File: config.mk
export PLATFORM = sky130hd
export DESIGN_NAME = hazard_scoreboard
export DESIGN_NICKNAME = d
export VERILOG_FILES = /design/src/rtl/hazard_scoreboard.sv
export SDC_FILE = /design/constraint.sdc
export NUM_CORES = 1
export LEC_CHECK = 0
export ABC_AREA = 1
export CAP_MARGIN = 0
export CORE_MARGIN = 5
export CORE_UTILIZATION = 59
export DETAILED_ROUTE_END_ITERATION = 12
export GPL_TIMING_DRIVEN = 0
export PLACE_DENSITY = 0.85
export SLEW_MARGIN = 20
export SYNTH_ARGS = -nofsm -noshare
export SYNTH_HDL_FRONTEND = slang
export SYNTH_SLANG_ARGS = --single-unit
File: constraint.sdc
create_clock -name i_clk -period 11.7 [get_ports i_clk]
set_input_delay 3.51 -clock i_clk [delete_from_list [all_inputs] [get_ports i_clk]]
set_output_delay 3.51 -clock i_clk [all_outputs]
set_load 0.05 [all_outputs]
File: src/rtl/hazard_scoreboard.sv
// hazard_scoreboard
//   Stall/forward controller for a 5-stage MIPS pipeline. A shift-register scoreboard
//   holds valid/a1/a2/a3/Tnew for every stage after D (entry 0 = E, 1 = M, 2 = W, ...),
//   and a cycle-counted timer tracks the busy multiply/divide unit. Stall and all forward
//   selects are combinational from that registered state and the D-stage decode fields.
//
// Ports
//   i_clk, i_rst_n          clock (rising edge), asynchronous active-low reset
//   i_d_valid               D holds a real instruction
//   i_d_a1/i_d_a2           D-stage rs/rt read addresses
//   i_d_a3                  D-stage destination (0 = no write)
//   i_d_tuse_rs/rt          cycles until D needs rs/rt
//   i_d_tnew                Tnew of the D instruction as it enters E
//   i_d_md_use              D instruction is any MDU op
//   i_d_md_start/i_d_md_div D launches a multi-cycle op (div = 1 selects divide latency)
//   i_flush                 kills the instruction entering E
//   o_stall                 freeze PC and D, bubble into E
//   o_d_sel_rs/rt           D-stage forward selects
//   o_e_sel_a/b             E-stage ALU operand selects
//   o_m_sel_rt              M-stage store-data select
//   o_md_busy               MDU timer non-zero
//   Select encoding: 0 = own pipeline register, k+1 = forward from tracked stage k.

module hazard_scoreboard #(
    parameter int unsigned DEPTH   = 3,
    parameter int unsigned TNEW_W  = 2,
    parameter int unsigned MUL_LAT = 5,
    parameter int unsigned DIV_LAT = 10,
    parameter int unsigned SEL_W   = $clog2(DEPTH + 1)
) (
    input  logic              i_clk,
    input  logic              i_rst_n,
    input  logic              i_d_valid,
    input  logic [4:0]        i_d_a1,
    input  logic [4:0]        i_d_a2,
    input  logic [4:0]        i_d_a3,
    input  logic [TNEW_W-1:0] i_d_tuse_rs,
    input  logic [TNEW_W-1:0] i_d_tuse_rt,
    input  logic [TNEW_W-1:0] i_d_tnew,
    input  logic              i_d_md_use,
    input  logic              i_d_md_start,
    input  logic              i_d_md_div,
    input  logic              i_flush,
    output logic              o_stall,
    output logic [SEL_W-1:0]  o_d_sel_rs,
    output logic [SEL_W-1:0]  o_d_sel_rt,
    output logic [SEL_W-1:0]  o_e_sel_a,
    output logic [SEL_W-1:0]  o_e_sel_b,
    output logic [SEL_W-1:0]  o_m_sel_rt,
    output logic              o_md_busy
);

    localparam int unsigned MAX_LAT = (DIV_LAT > MUL_LAT) ? DIV_LAT : MUL_LAT;
    localparam int unsigned CNT_W   = $clog2(MAX_LAT + 1);

    // Scoreboard entries, index 0 is the youngest (E stage)
    logic              r_valid [DEPTH];
    logic [4:0]        r_a1    [DEPTH];
    logic [4:0]        r_a2    [DEPTH];
    logic [4:0]        r_a3    [DEPTH];
    logic [TNEW_W-1:0] r_tnew  [DEPTH];
    logic [CNT_W-1:0]  r_md_cnt;

    logic              w_writer [DEPTH];
    logic              w_rs_hit;
    logic              w_rt_hit;
    logic [TNEW_W-1:0] w_rs_tnew;
    logic [TNEW_W-1:0] w_rt_tnew;
    logic              w_stall_rs;
    logic              w_stall_rt;
    logic              w_stall_md;
    logic              w_issue;

    always_comb begin
        for (int k = 0; k < int'(DEPTH); k++) begin
            w_writer[k] = r_valid[k] && (r_a3[k] != 5'd0);
        end
    end

    // Scan oldest to youngest so the youngest match overwrites older (shadowed) ones.
    // Non-writers never match, which also keeps $0 out of every lookup.
    always_comb begin
        w_rs_hit   = 1'b0;
        w_rt_hit   = 1'b0;
        w_rs_tnew  = '0;
        w_rt_tnew  = '0;
        o_d_sel_rs = '0;
        o_d_sel_rt = '0;
        o_e_sel_a  = '0;
        o_e_sel_b  = '0;
        o_m_sel_rt = '0;
        for (int k = int'(DEPTH) - 1; k >= 0; k--) begin
            if (w_writer[k] && (r_a3[k] == i_d_a1)) begin
                w_rs_hit   = 1'b1;
                w_rs_tnew  = r_tnew[k];
                o_d_sel_rs = (r_tnew[k] == '0) ? SEL_W'(k + 1) : '0;
            end
            if (w_writer[k] && (r_a3[k] == i_d_a2)) begin
                w_rt_hit   = 1'b1;
                w_rt_tnew  = r_tnew[k];
                o_d_sel_rt = (r_tnew[k] == '0) ? SEL_W'(k + 1) : '0;
            end
            if ((k >= 1) && w_writer[k] && (r_a3[k] == r_a1[0])) begin
                o_e_sel_a = (r_tnew[k] == '0) ? SEL_W'(k + 1) : '0;
            end
            if ((k >= 1) && w_writer[k] && (r_a3[k] == r_a2[0])) begin
                o_e_sel_b = (r_tnew[k] == '0) ? SEL_W'(k + 1) : '0;
            end
            if ((k >= 2) && w_writer[k] && (r_a3[k] == r_a2[1])) begin
                o_m_sel_rt = (r_tnew[k] == '0) ? SEL_W'(k + 1) : '0;
            end
        end
    end

    assign o_md_busy  = (r_md_cnt != '0);
    assign w_stall_rs = w_rs_hit && (w_rs_tnew > i_d_tuse_rs);
    assign w_stall_rt = w_rt_hit && (w_rt_tnew > i_d_tuse_rt);
    assign w_stall_md = i_d_md_use && o_md_busy;
    assign o_stall    = i_d_valid && (w_stall_rs || w_stall_rt || w_stall_md);
    assign w_issue    = i_d_valid && !o_stall && !i_flush;

    always_ff @(posedge i_clk or negedge i_rst_n) begin
        if (!i_rst_n) begin
            for (int k = 0; k < int'(DEPTH); k++) begin
                r_valid[k] <= 1'b0;
                r_a1[k]    <= '0;
                r_a2[k]    <= '0;
                r_a3[k]    <= '0;
                r_tnew[k]  <= '0;
            end
            r_md_cnt <= '0;
        end else begin
            for (int k = 1; k < int'(DEPTH); k++) begin
                r_valid[k] <= r_valid[k-1];
                r_a1[k]    <= r_a1[k-1];
                r_a2[k]    <= r_a2[k-1];
                r_a3[k]    <= r_a3[k-1];
                r_tnew[k]  <= (r_tnew[k-1] != '0) ? r_tnew[k-1] - TNEW_W'(1) : '0;
            end
            if (w_issue) begin
                r_valid[0] <= 1'b1;
                r_a1[0]    <= i_d_a1;
                r_a2[0]    <= i_d_a2;
                r_a3[0]    <= i_d_a3;
                r_tnew[0]  <= i_d_tnew;
            end else begin
                // Bubble: clear addresses too so an empty E never requests a forward
                r_valid[0] <= 1'b0;
                r_a1[0]    <= '0;
                r_a2[0]    <= '0;
                r_a3[0]    <= '0;
                r_tnew[0]  <= '0;
            end
            if (w_issue && i_d_md_start) begin
                r_md_cnt <= i_d_md_div ? CNT_W'(DIV_LAT) : CNT_W'(MUL_LAT);
            end else if (r_md_cnt != '0) begin
                r_md_cnt <= r_md_cnt - CNT_W'(1);
            end
        end
    end

endmodule
==> impl_metrics.ini, run 1 <==
[outcome]
outcome = finished, final reports clean

[finish]
final_cells = 424
antenna_cells = 0
final_nets = 403
multi_input_area_um2 = 1440
areaGrowthSynthToFinish_pct = 21.6
final_util = 0.731
ff_latch_area_um2 = 1080
fill_cells = 355
drive_gt1_frac = 0.184

[route]
drt_iter0_drc = 148
route.detailed.drc = 0
ant_nets = 0
finalWirelength_um = 5850
post_drt_wl_per_cell_um = 13.8
vias = 2190
routed_via_density = 5.17
first_pass_iters = 4

[logic_synthesis]
synth-edff-count = 0
synth.distinct_cells = 35
synthFlopType = dfrtp_1
ys_seq_elements = 43
yosysSeqAreaShare = 0.384
avgSynthCellArea_um2 = 8.70
synth_warnings = 0
netlist_area_um2 = 2800
synth.net_count = 356
syn_inst = 322
async_flop_share = 1.00

[clock_tree]
cts_tree = yes
cts_hold_buffers = 0
cts_root_buffer = clkbuf_8
post_cts.repair.setup_buffers = 0
cts_made_buffers = 5
cts_buffer_depth = 2
path_clk_slew_ns = 0.08
cts_sinks = 43
h-tree-depth = 2
cts_resized = 0
clock_latency_ns = 0.30

[placed_design]
dpl.cell_count = 416
hpwlAfterDp_um = 4610
port_buffers = 39
place.gp.congestion = 0.877

[setup_path]
required_ns = 8.19
path_cells = clkdlybuf4s50_1 -> inv_1 -> nand2_1 -> a21oi_1 -> nand3_2 -> inv_1 -> nor2_1 -> inv_1 -> o211ai_1 -> o21ai_0 -> ha_1 -> inv_1 -> a21oi_1 -> a21oi_1 -> nand2_2 -> nand3_2 -> nand2_1 -> inv_1 -> clkdlybuf4s50_1
crit_top_cell = inv_1
crit_type = primary input to output pin
worstSetupEndpointType = output pin
arrival_ns = 6.64
critPathSlowestCell = clkdlybuf4s50_1
crit_fanout = 4
start_kind = primary input
slowest_delay_ns = 0.81

[timing]
slew-limit-headroom = 0.653
fin_crit_sh = 0.867
finalHoldViolations = 0
slew_violations = 0
clock.fmax_mhz = 98.6
skew_ns = 0.00734
rsz0062_at_grt = no
fin_hold_ws_ns = 0.373
worst_pin_slew_ns = 0.519
tns_ns = 0
setup_violations = 0
fin_crit_ns = 10.15

[job]
maxCapViolCount = 0

[global_routing]
overflow = 0
grt_pass1_wl_um = 9940
antenna_found_initial = 0
grt_pass1_vias = 2103
globalRouteTotalUtil = 0.207
grt_max_degree = 33

[pwr]
cellLeakagePower_nw = 1.79
irDropWorstVdd_mv = 0.112
fin_total_pwr_mw = 0.427
p_per_area_nw_per_um2 = 125

[die]
die_y_um = 78.9
die-area_um2 = 6230
fp.dieW_um = 78.9
rows = 25
start_util = 0.601
core-area_um2 = 4660
ios = 40

[hold_path]
hp-class = flip-flop to flip-flop
## synthesized netlist by cell type, types with 6 or more instances
master   count  area share
o21ai_0      6       0.011
nand2_1     57       0.076
a21oi_1     13       0.023
inv_2       10       0.013
inv_1       42       0.056
dfrtp_1     43        0.38
nor2_1      32       0.043
ha_1         6       0.027
nand3_2      8       0.029
nor2_4      15       0.060
xnor2_1     13       0.041
xor2_1      30       0.094
## layer usage
layer	share of wire	GRT usage
met1	0.43	0.258
met2	0.50	0.363
met3	0.048	0.0442
met4	0.015	0.0550
met5	0	0
## logic make-up (layout without fill, tap and decap cells)
kind of cell / after synthesis / count (layout) / synth area share
buffers and inverters: 61 / 109 / 0.102
adders and majority gates: 6 / 6 / 0.0268
xor gates and xnor gates: 43 / 43 / 0.134
and+or+nand+nor: 140 / 140 / 0.292
AOI/OAI and AO/OA: 29 / 29 / 0.0612
DFF: 43 / 43 / 0.384
## cell usage in the layout, fill, tap and decap left out, drive strengths merged, types with 6 or more instances in the layout
cell           Yosys  layout
inv               52      52
nand3             16      16
xor2              30      30
a21oi             14      14
nor2              51      51
xnor2             13      13
clkbuf             0       6
dfrtp             43      43
nand2             61      61
clkdlybuf4s50      0      38
o21ai              7       7
ha                 6       6
buf                9      11
## worst paths after layout
check                           startpoint          end  slack [ns]  depth (start not counted)
worst min register to register  r_valid[2]   r_valid[1]        0.37                          0
worst min-delay path            r_valid[2]   r_valid[1]        0.37                          0
min in group asynchronous          i_rst_n      r_a3[0]        3.10                          1
worst max-delay path             i_d_a1[3]      o_stall        1.55                         19
worst max register to register     r_a3[7]    r_tnew[4]        9.03                         19
max in group asynchronous          i_rst_n  r_md_cnt[1]        8.13                          2
## critical path, delay by kind of cell
family / cells / cell delay, ns
buffers and inverters: 7 / 1.76
AO/OA/AOI/OAI: 5 / 0.60
adder cells (fa/ha/maj): 1 / 0.19
AND/OR/NAND/NOR: 6 / 0.56
## report_power, final
part           switching, mW  internal, mW  total (mW)  leakage (nW)
logic                 0.0665        0.0505       0.117          1.14
clock network         0.0513        0.0853       0.137        0.0654
registers             0.0116         0.162       0.174         0.582
## sequential cells by signal (all words and copies together) (netlist names)
name      flops
r_a2         10
r_tnew        6
r_valid       3
r_a3         15
r_md_cnt      4
r_a1          5
## layout make-up
class                           instances  area share
Buffer                                  9      0.0264
Multi-Input combinational cell        218       0.423
Clock inverter                          2      0.0176
Tap cell                               54      0.0198
Sequential cell                        43       0.316
Clock buffer                            6      0.0213
Inverter                               52      0.0573
Timing Repair Buffer                   40       0.119
## metrics by stage
| step | instance area [um^2] | setup slack (ns) |
|---|---|---|
| after detailed placement | 3280 | 1.57 |
| after CTS | 3410 | 1.55 |
| after global routing | 3410 | 1.22 |
| after global placement | 3260 | 1.67 |
| after floorplan | 2800 | 2.90 |
| final | 3410 | 1.55 |
Power figures use the tool's default switching activity.
==> inputs of run 2 (changes only) <==
- CAP_MARGIN: 0 -> not set
==> results of run 2 <==
The final DEF is identical to that of run 1; final timing and power are the same.
